File: src/rtl/motor_pwm_driver.sv
// H-bridge PWM driver: turns a signed duty command into pwm/dir outputs with
// once-per-period sampling and a dead-time sequence on every direction reversal.
module motor_pwm_driver #(
  parameter int PERIOD   = 2500,
  parameter int DEADTIME = 10
) (
  input  logic        i_clk,
  input  logic        i_reset,
  input  logic        i_enable,
  input  logic [23:0] i_duty,
  input  logic [23:0] i_deadband,
  output logic        o_pwm,
  output logic        o_dir,
  output logic        o_period_start,
  output logic [23:0] o_duty_applied
);

  typedef enum logic [1:0] {RUN, DEAD_PRE, DEAD_POST} state_t;

  localparam logic [23:0] LP_PERIOD = 24'(PERIOD);
  localparam logic [23:0] LP_LAST   = 24'(PERIOD - 1);
  localparam logic [23:0] LP_DEAD1  = 24'(DEADTIME);
  localparam logic [23:0] LP_DEAD2  = 24'(2 * DEADTIME);

  state_t      r_state, w_stateNext;
  logic        r_run;
  logic [23:0] r_cnt, w_cntNext;
  logic [23:0] r_mag, w_magNext;
  logic [23:0] r_dutyApplied, w_dutyAppliedNext;
  logic        r_pwm, w_pwmNext;
  logic        r_dir, w_dirNext;
  logic        r_periodStart;
  logic        w_sample;
  logic [23:0] w_abs, w_clip, w_cmdMag;

  // Commanded magnitude: |duty| with -2^23 saturated, clipped to PERIOD, then deadband/enable.
  always_comb begin
    w_abs = i_duty;
    if (i_duty[23]) begin
      w_abs = (i_duty == 24'h800000) ? 24'h7FFFFF : (~i_duty + 24'd1);
    end
    w_clip   = (w_abs > LP_PERIOD) ? LP_PERIOD : w_abs;
    w_cmdMag = w_clip;
    if (!i_enable || (!i_deadband[23] && (w_clip <= i_deadband))) begin
      w_cmdMag = '0;
    end
  end

  // Values computed here describe the cycle that begins at the next edge, so every output is registered.
  always_comb begin
    w_sample          = r_run && (r_cnt == LP_LAST);
    w_cntNext         = '0;
    w_stateNext       = r_state;
    w_dirNext         = r_dir;
    w_magNext         = r_mag;
    w_dutyAppliedNext = r_dutyApplied;
    if (r_run && (r_cnt != LP_LAST)) begin
      w_cntNext = r_cnt + 24'd1;
    end
    if (w_sample) begin
      w_magNext         = w_cmdMag;
      w_dutyAppliedNext = '0;
      w_stateNext       = RUN;
      if (w_cmdMag != '0) begin
        w_dutyAppliedNext = i_duty[23] ? (~w_cmdMag + 24'd1) : w_cmdMag;
        if (i_duty[23] != r_dir) begin
          if (DEADTIME == 0) begin
            w_dirNext = i_duty[23];
          end else begin
            w_stateNext = DEAD_PRE;
          end
        end
      end
    end else if (!i_enable) begin
      w_magNext   = '0;
      w_stateNext = RUN;
    end else begin
      case (r_state)
        DEAD_PRE: begin
          if (w_cntNext == LP_DEAD1) begin
            w_stateNext = DEAD_POST;
            w_dirNext   = ~r_dir;
          end
        end
        DEAD_POST: begin
          if (w_cntNext == LP_DEAD2) begin
            w_stateNext = RUN;
          end
        end
        default: ;
      endcase
    end
    w_pwmNext = (w_stateNext == RUN) && (w_cntNext < w_magNext);
  end

  always_ff @(posedge i_clk) begin
    if (i_reset) begin
      r_state       <= RUN;
      r_run         <= 1'b0;
      r_cnt         <= '0;
      r_mag         <= '0;
      r_dutyApplied <= '0;
      r_pwm         <= 1'b0;
      r_dir         <= 1'b0;
      r_periodStart <= 1'b0;
    end else begin
      r_state       <= w_stateNext;
      r_run         <= 1'b1;
      r_cnt         <= w_cntNext;
      r_mag         <= w_magNext;
      r_dutyApplied <= w_dutyAppliedNext;
      r_pwm         <= w_pwmNext;
      r_dir         <= w_dirNext;
      r_periodStart <= (w_cntNext == '0);
    end
  end

  assign o_pwm          = r_pwm;
  assign o_dir          = r_dir;
  assign o_period_start = r_periodStart;
  assign o_duty_applied = r_dutyApplied;

endmodule

File: config.mk
export PLATFORM = sky130hd
export DESIGN_NAME = motor_pwm_driver
export DESIGN_NICKNAME = d
export VERILOG_FILES = /design/src/rtl/motor_pwm_driver.sv
export SDC_FILE = /design/constraint.sdc
export NUM_CORES = 1
export LEC_CHECK = 0
export BUFFER_PORTS_ARGS = -buffer_cell sky130_fd_sc_hd__clkbuf_2
export CAP_MARGIN = 20
export CORE_UTILIZATION = 64
export DETAILED_ROUTE_END_ITERATION = 10
export PLACE_DENSITY_LB_ADDON = 0.1
export REMOVE_ABC_BUFFERS = 1
export SYNTH_ARGS = -nofsm -noshare
export SYNTH_HDL_FRONTEND = slang
export SYNTH_SLANG_ARGS = --single-unit
File: constraint.sdc
create_clock -name i_clk -period 15.86 [get_ports i_clk]
set_input_delay 1.586 -clock i_clk [delete_from_list [all_inputs] [get_ports i_clk]]
set_output_delay 1.586 -clock i_clk [all_outputs]
set_load 0.01 [all_outputs]
Word level (Yosys, flattened, before mapping)
Index checks and enable logic that the tools add are counted.
- eq/ne operators: 8
- muxes and demuxes: 17
- divide/modulo/power cells: 0
- bitwise gates (word level): 4
- $mul: 0
- reduce and logical (&&, ||, !) cells: 11
- shift operators: 0
- add/subtract/negate cells: 3
- $lt $le $gt $ge: 3
- operators by type and width (kind ; number):
    $mux W24 ; 9
    $add A24 B1 Y24 const B ; 3
    $not A24 Y24 ; 2
    $eq A24 B12 Y1 const B ; 1
    $eq A24 B24 Y1 const B ; 1
    $eq A24 B4 Y1 const B ; 1
    $eq A24 B5 Y1 const B ; 1
    $gt A24 B12 Y1 const B ; 1
    $le A24 B24 Y1 ; 1
    $logic_not A24 Y1 ; 1
    $lt A24 B24 Y1 ; 1
    $ne A24 B12 Y1 const B ; 1
    $reduce_bool A24 Y1 ; 1
    $mux W2 ; 4
    $logic_and A1 B1 Y1 ; 4
    $pmux W2 S2 ; 1
    $reduce_and A4 Y1 ; 1
    $mux W1 ; 3
    $eq A2 B1 Y1 const B ; 1
    $eq A2 B2 Y1 const B ; 1
    $logic_not A1 Y1 ; 2
    $logic_not A2 Y1 ; 1
    $not A1 Y1 ; 2
    $logic_or A1 B1 Y1 ; 1
    $ne A1 B1 Y1 ; 1
- ROM bits: 0
- input bits: 51
- register bits: 78
- logic and storage cells: 54
- bits in latches: 0
- output and inout port bits: 27
- bits in writable memories: 0
- memories kept: 0

Longest topological paths before layout
- depth in word-level cells: 15
- mapped depth: 33
- gate-level depth less buffers: 30

Least setup slack after synthesis
No wires, ideal clock.
- path kind: in2reg
- start point: in i_duty[0]
- end point: reg r_pwm (netlist: o_pwm)
- arrival time: 7.452 ns
- stages: 32
- path buffers: 3
- data required time: 15.802 ns
- library setup time: 0.058 ns
- path slack: 8.349 ns
- cells stage by stage: inv_1 -> ha_1 -> or3b_1 -> o31ai_1 -> xor2_1 -> or4_1 -> nor4_1 -> o211ai_1 -> buf_2 -> clkbuf_1 -> nor2_1 -> ha_1 -> nor2b_1 -> o211ai_1 -> a21oi_1 -> o31ai_1 -> o31ai_1 -> a21oi_4 -> nor3_4 -> buf_4 -> a22oi_1 -> ha_1 -> a21o_1 -> a21o_1 -> a21o_1 -> a21o_1 -> a21o_1 -> a21o_1 -> a21oi_1 -> o221ai_1 -> a21oi_1 -> o211a_1
- word-level cells in the longest chain between the ends: 15
- elaborated cells between the ends (all ways): 18
- classes of those cells: add/sub (1); order compare (3); eq/ne (1); mux (7); bitwise (1); reduce/logical (5)
- RTL lines (element ; RTL line ; RTL):
    start: declaration ; 10 ; input logic [23:0] i_duty,
    $not A24 Y24 ; 40 ; w_abs = (i_duty == 24'h800000) ? 24'h7FFFFF : (~i_duty + 24'd1);
    $add A24 B1 Y24 ; 40 ;
    $mux W24 ; 40 ;
    $mux W24 (*) ; 39 ; if (i_duty[23]) begin
    $gt A24 B12 Y1 ; 42 ; w_clip = (w_abs > LP_PERIOD) ? LP_PERIOD : w_abs;
    $mux W24 (*) ; 42 ;
    $le A24 B24 Y1 ; 44 ; if (!i_enable || (!i_deadband[23] && (w_clip <= i_deadband))) begin
    $logic_and A1 B1 Y1 ; 44 ;
    $logic_or A1 B1 Y1 ; 44 ;
    $mux W24 (*) ; 44 ;
    branches (longest 4 deep; another with $lt A24 B24 Y1) ; - ;
    $logic_and A1 B1 Y1 (*) ; 93 ; w_pwmNext = (w_stateNext == RUN) && (w_cntNext < w_magNext);
    end signal: assignment ; 112 ; r_pwm <= w_pwmNext;
    end: declaration ; 30 ; logic r_pwm, w_pwmNext;
Mark *: on every way between the ends.
A chain may end at the register's enable or synchronous reset.

Worst setup path after layout
- start point: in i_duty[23]
- end point: reg r_pwm (netlist: o_pwm)
- word-level cells in the longest chain between the ends: 15
- elaborated cells between the ends (all ways): 20
- classes of those cells: add/sub (1); order compare (3); eq/ne (2); mux (8); bitwise (1); reduce/logical (5)
- RTL lines (element ; RTL line):
    branches (longest 14 deep; another with $add A24 B1 Y24) ; -
    $logic_and A1 B1 Y1 (*) ; 93
Marks and branches as above.

==> results.yml <==
place:
  place_area_sq_mm: 0.00657
  gp_congestion: 0.944
  place_ws_ns: 7.30
  dp_hpwl_um: 12700
  io_buffers: 77
route:
  drc: 0
  wl_per_cell_um: 16.6
  ant_nets: 0
  num_vias: 6180
  drt_first_pass_iters: 5
  routed_wl_um: 16400
  first_iter_violations: 477
  vias_per_cell: 6.24
floorplanning:
  rows: 35
  coreArea_sq_mm: 0.00928
  ios: 78
  die_y_um: 99.9
  dieArea_sq_mm: 0.00999
  initial_core_util_pct: 66.1
  die_w_um: 99.9
worst_setup_path:
  r2r-end: "o_pwm$_SDFF_PP0_"
  ff2ff_path_depth: 18
  criticalPathCategory: "in2reg"
  r2r-start: "r_cnt[1]$_SDFF_PP0_"
  cp_max_fo: 46
  critPathArrivalTime_ns: 8.77
  reg2reg_setup_slack_ns: 11.20
  crit_path_top_delay_cell: "clkinv_1"
  cpPeakStageDelay_ns: 0.57
  start_kind: "input pin"
  crit_path_frequent_cell: "a21o_1"
  cp_data_required_time_ns: 16.15
  end_kind: "flop"
clocking:
  clk_path_buf_depth: 2
  post-cts-setup-buffers: 0
  clkTransAtPathRegs_ns: 0.08
  ctsRootBufferMaster: "clkbuf_8"
  cts_resized: 0
  h-tree-depth: 3
  numCtsBuffers: 9
  cts_tree: "done"
  clock_latency_ns: 0.35
  cts_hold_buffers: 0
  clock-sinks: 78
power:
  p_leak_nw: 2.93
  p_per_area_mw_per_mm2: 58.9
  power_w: 0.000397
  peakVddDrop_mv: 0.0449
timing:
  maxSlewViolCount: 0
  setup_viol: 0
  finClkSkew_ns: 0.0160
  tightest_slew_ns: 0.818
  whs_ns: 0.442
  layout_min_cycle_time_ns: 8.48
  tns_ns: 0
  max_slew_margin_pct: 45.1
  fin_crit_sh_pct: 53.5
  rsz0062_at_grt: "false"
  timing.final.ws_setup_ns: 7.38
  max_freq_ghz: 0.118
  hold_viol_final: 0
synth:
  netlist_instances: 795
  yosysTopAreaCell: "dfxtp_1"
  ys_warn_count: 0
  netlist_area_sq_mm: 0.00614
  ys_dominant_reg_cell: "dfxtp_1"
  netlist.area_leader.share_pct: 25.4
  avgSynthCellArea_sq_um: 7.72
  ys_top_cells_by_area: "dfxtp_1, ha_1, nor2_1"
  ys_seq_elements: 78
  synth_cell_types: 84
  synth-seq-area-share_pct: 25.4
  synth_edf_count: 0
  ys_async_sr_fraction_pct: 0
hold_path:
  worstHoldStart: "o_duty_applied[23]$_SDFFE_PP0P_"
  hold_class: "reg2reg"
  whs_endpoint: "o_duty_applied[23]$_SDFFE_PP0P_"
  hold_depth: 2
layout:
  drive_gt1_share_pct: 15.8
  final_area_sq_mm: 0.00674
  antenna_cells: 0
  area_delta_synth_final_pct: 9.78
  nets: 959
global_routing:
  grt_pass1_vias: 5683
  grt_antenna_before_repair: 0
  grt_first_pass_wirelength_um: 27000
  grt_use_total_pct: 33.7
  overflow: 0
  grt_max_degree: 47
flow_run:
  maxCapViolCount: 0
status:
  status: "finished, final reports clean"
[report_power, final]
| part | internal, W | switching, W |
|---|---|---|
| Combinational | 0.0000233 | 0.0000421 |
| Clock | 0.0000605 | 0.0000739 |
| Sequential | 0.000196 | 0.000000736 |
[cell usage in the layout (no fill, tap or decap), types with 23 or more instances in the layout]
| cell | count |
|---|---|
| clkbuf_2 | 77 |
| nand4_1 | 25 |
| ha_1 | 51 |
| o21ai_0 | 29 |
| a21oi_1 | 26 |
| nor3_1 | 33 |
| nand3_1 | 28 |
| nand2_1 | 62 |
| xnor2_1 | 23 |
| dfxtp_1 | 78 |
| nor2_1 | 114 |
| inv_1 | 41 |
[worst max-delay path by stage]
stage / startpoint / endpoint / slack (ns) / cells after the start
floorplan: i_duty[0] / o_pwm$_SDFF_PP0_ / 8.44 / 29
global placement: i_duty[23] / o_pwm$_SDFF_PP0_ / 7.81 / 30
detailed placement: i_duty[23] / o_pwm$_SDFF_PP0_ / 7.30 / 30
CTS: i_duty[23] / o_pwm$_SDFF_PP0_ / 7.59 / 30
global route: i_duty[23] / o_pwm$_SDFF_PP0_ / 7.15 / 30
finish: i_duty[23] / o_pwm$_SDFF_PP0_ / 7.38 / 29
[worst max-delay path: cells and delay by family]
| family | cells | cell delay [ns] |
|---|---|---|
| compound gates | 18 | 3.79 |
| xor+xnor | 1 | 0.18 |
| fa+ha+maj | 2 | 0.66 |
| buf+inv | 4 | 1.26 |
| simple gates | 4 | 1.27 |
[registers in the layout (all words and copies together), names as in the netlist]
signal and count:
o_period_start 1, o_duty_applied 24, o_pwm 1, r_run 1
o_dir 1, r_state 2, r_mag 24, r_cnt 24
[metal layers]
| layer | up-vias | wire, um | global-route usage, % |
|---|---|---|---|
| met4 | 0 | 276 | 8.71 |
| li1 | 2992 | - | - |
| met5 | - | 0 | 0 |
| met1 | 2877 | 7660 | 48.9 |
| met3 | 32 | 1180 | 4.87 |
| met2 | 279 | 7340 | 52.2 |
[cells in the mapped netlist, types with 14 or more instances]
cell / n
a21o_1: 19
a21oi_1: 26
clkbuf_1: 26
dfxtp_1: 78
ha_1: 51
inv_1: 41
nand2_1: 62
nand3_1: 28
nand4_1: 25
nor2_1: 114
nor3_1: 33
o21ai_0: 29
o31ai_1: 14
xnor2_1: 23
xor2_1: 19
[per-stage QoR]
| stage | std cells | utilization, % |
|---|---|---|
| finish | 990 | 72.6 |
| CTS | 990 | 72.6 |
| global placement | 975 | 70.7 |
| global route | 990 | 72.6 |
| floorplan | 762 | - |
| detailed placement | 975 | 70.7 |
[cells by family (layout without fill, tap and decap cells)]
| logic type | count (synthesis) | count (layout) | share of synthesized area [%] |
|---|---|---|---|
| compound gates | 170 | 170 | 19.9 |
| xor+xnor | 43 | 43 | 6.26 |
| fa+ha+maj | 51 | 51 | 10.4 |
| buf+inv | 86 | 141 | 6.09 |
| flops | 78 | 78 | 25.4 |
| mux | 5 | 5 | 0.836 |
| other cells | 1 | 12 | 0.0611 |
| simple gates | 361 | 361 | 31.0 |
[layout make-up]
cell class              instances  area, sq um
clock inverters                 5         35.0
repair buffers                 84          438
fillers                       802         2540
flip-flops and latches         78         1560
multi-input cells             642         4250
clock buffers                  10          138
inverters                      42          158
well taps                     129          161
Power figures use the tool's default switching activity.
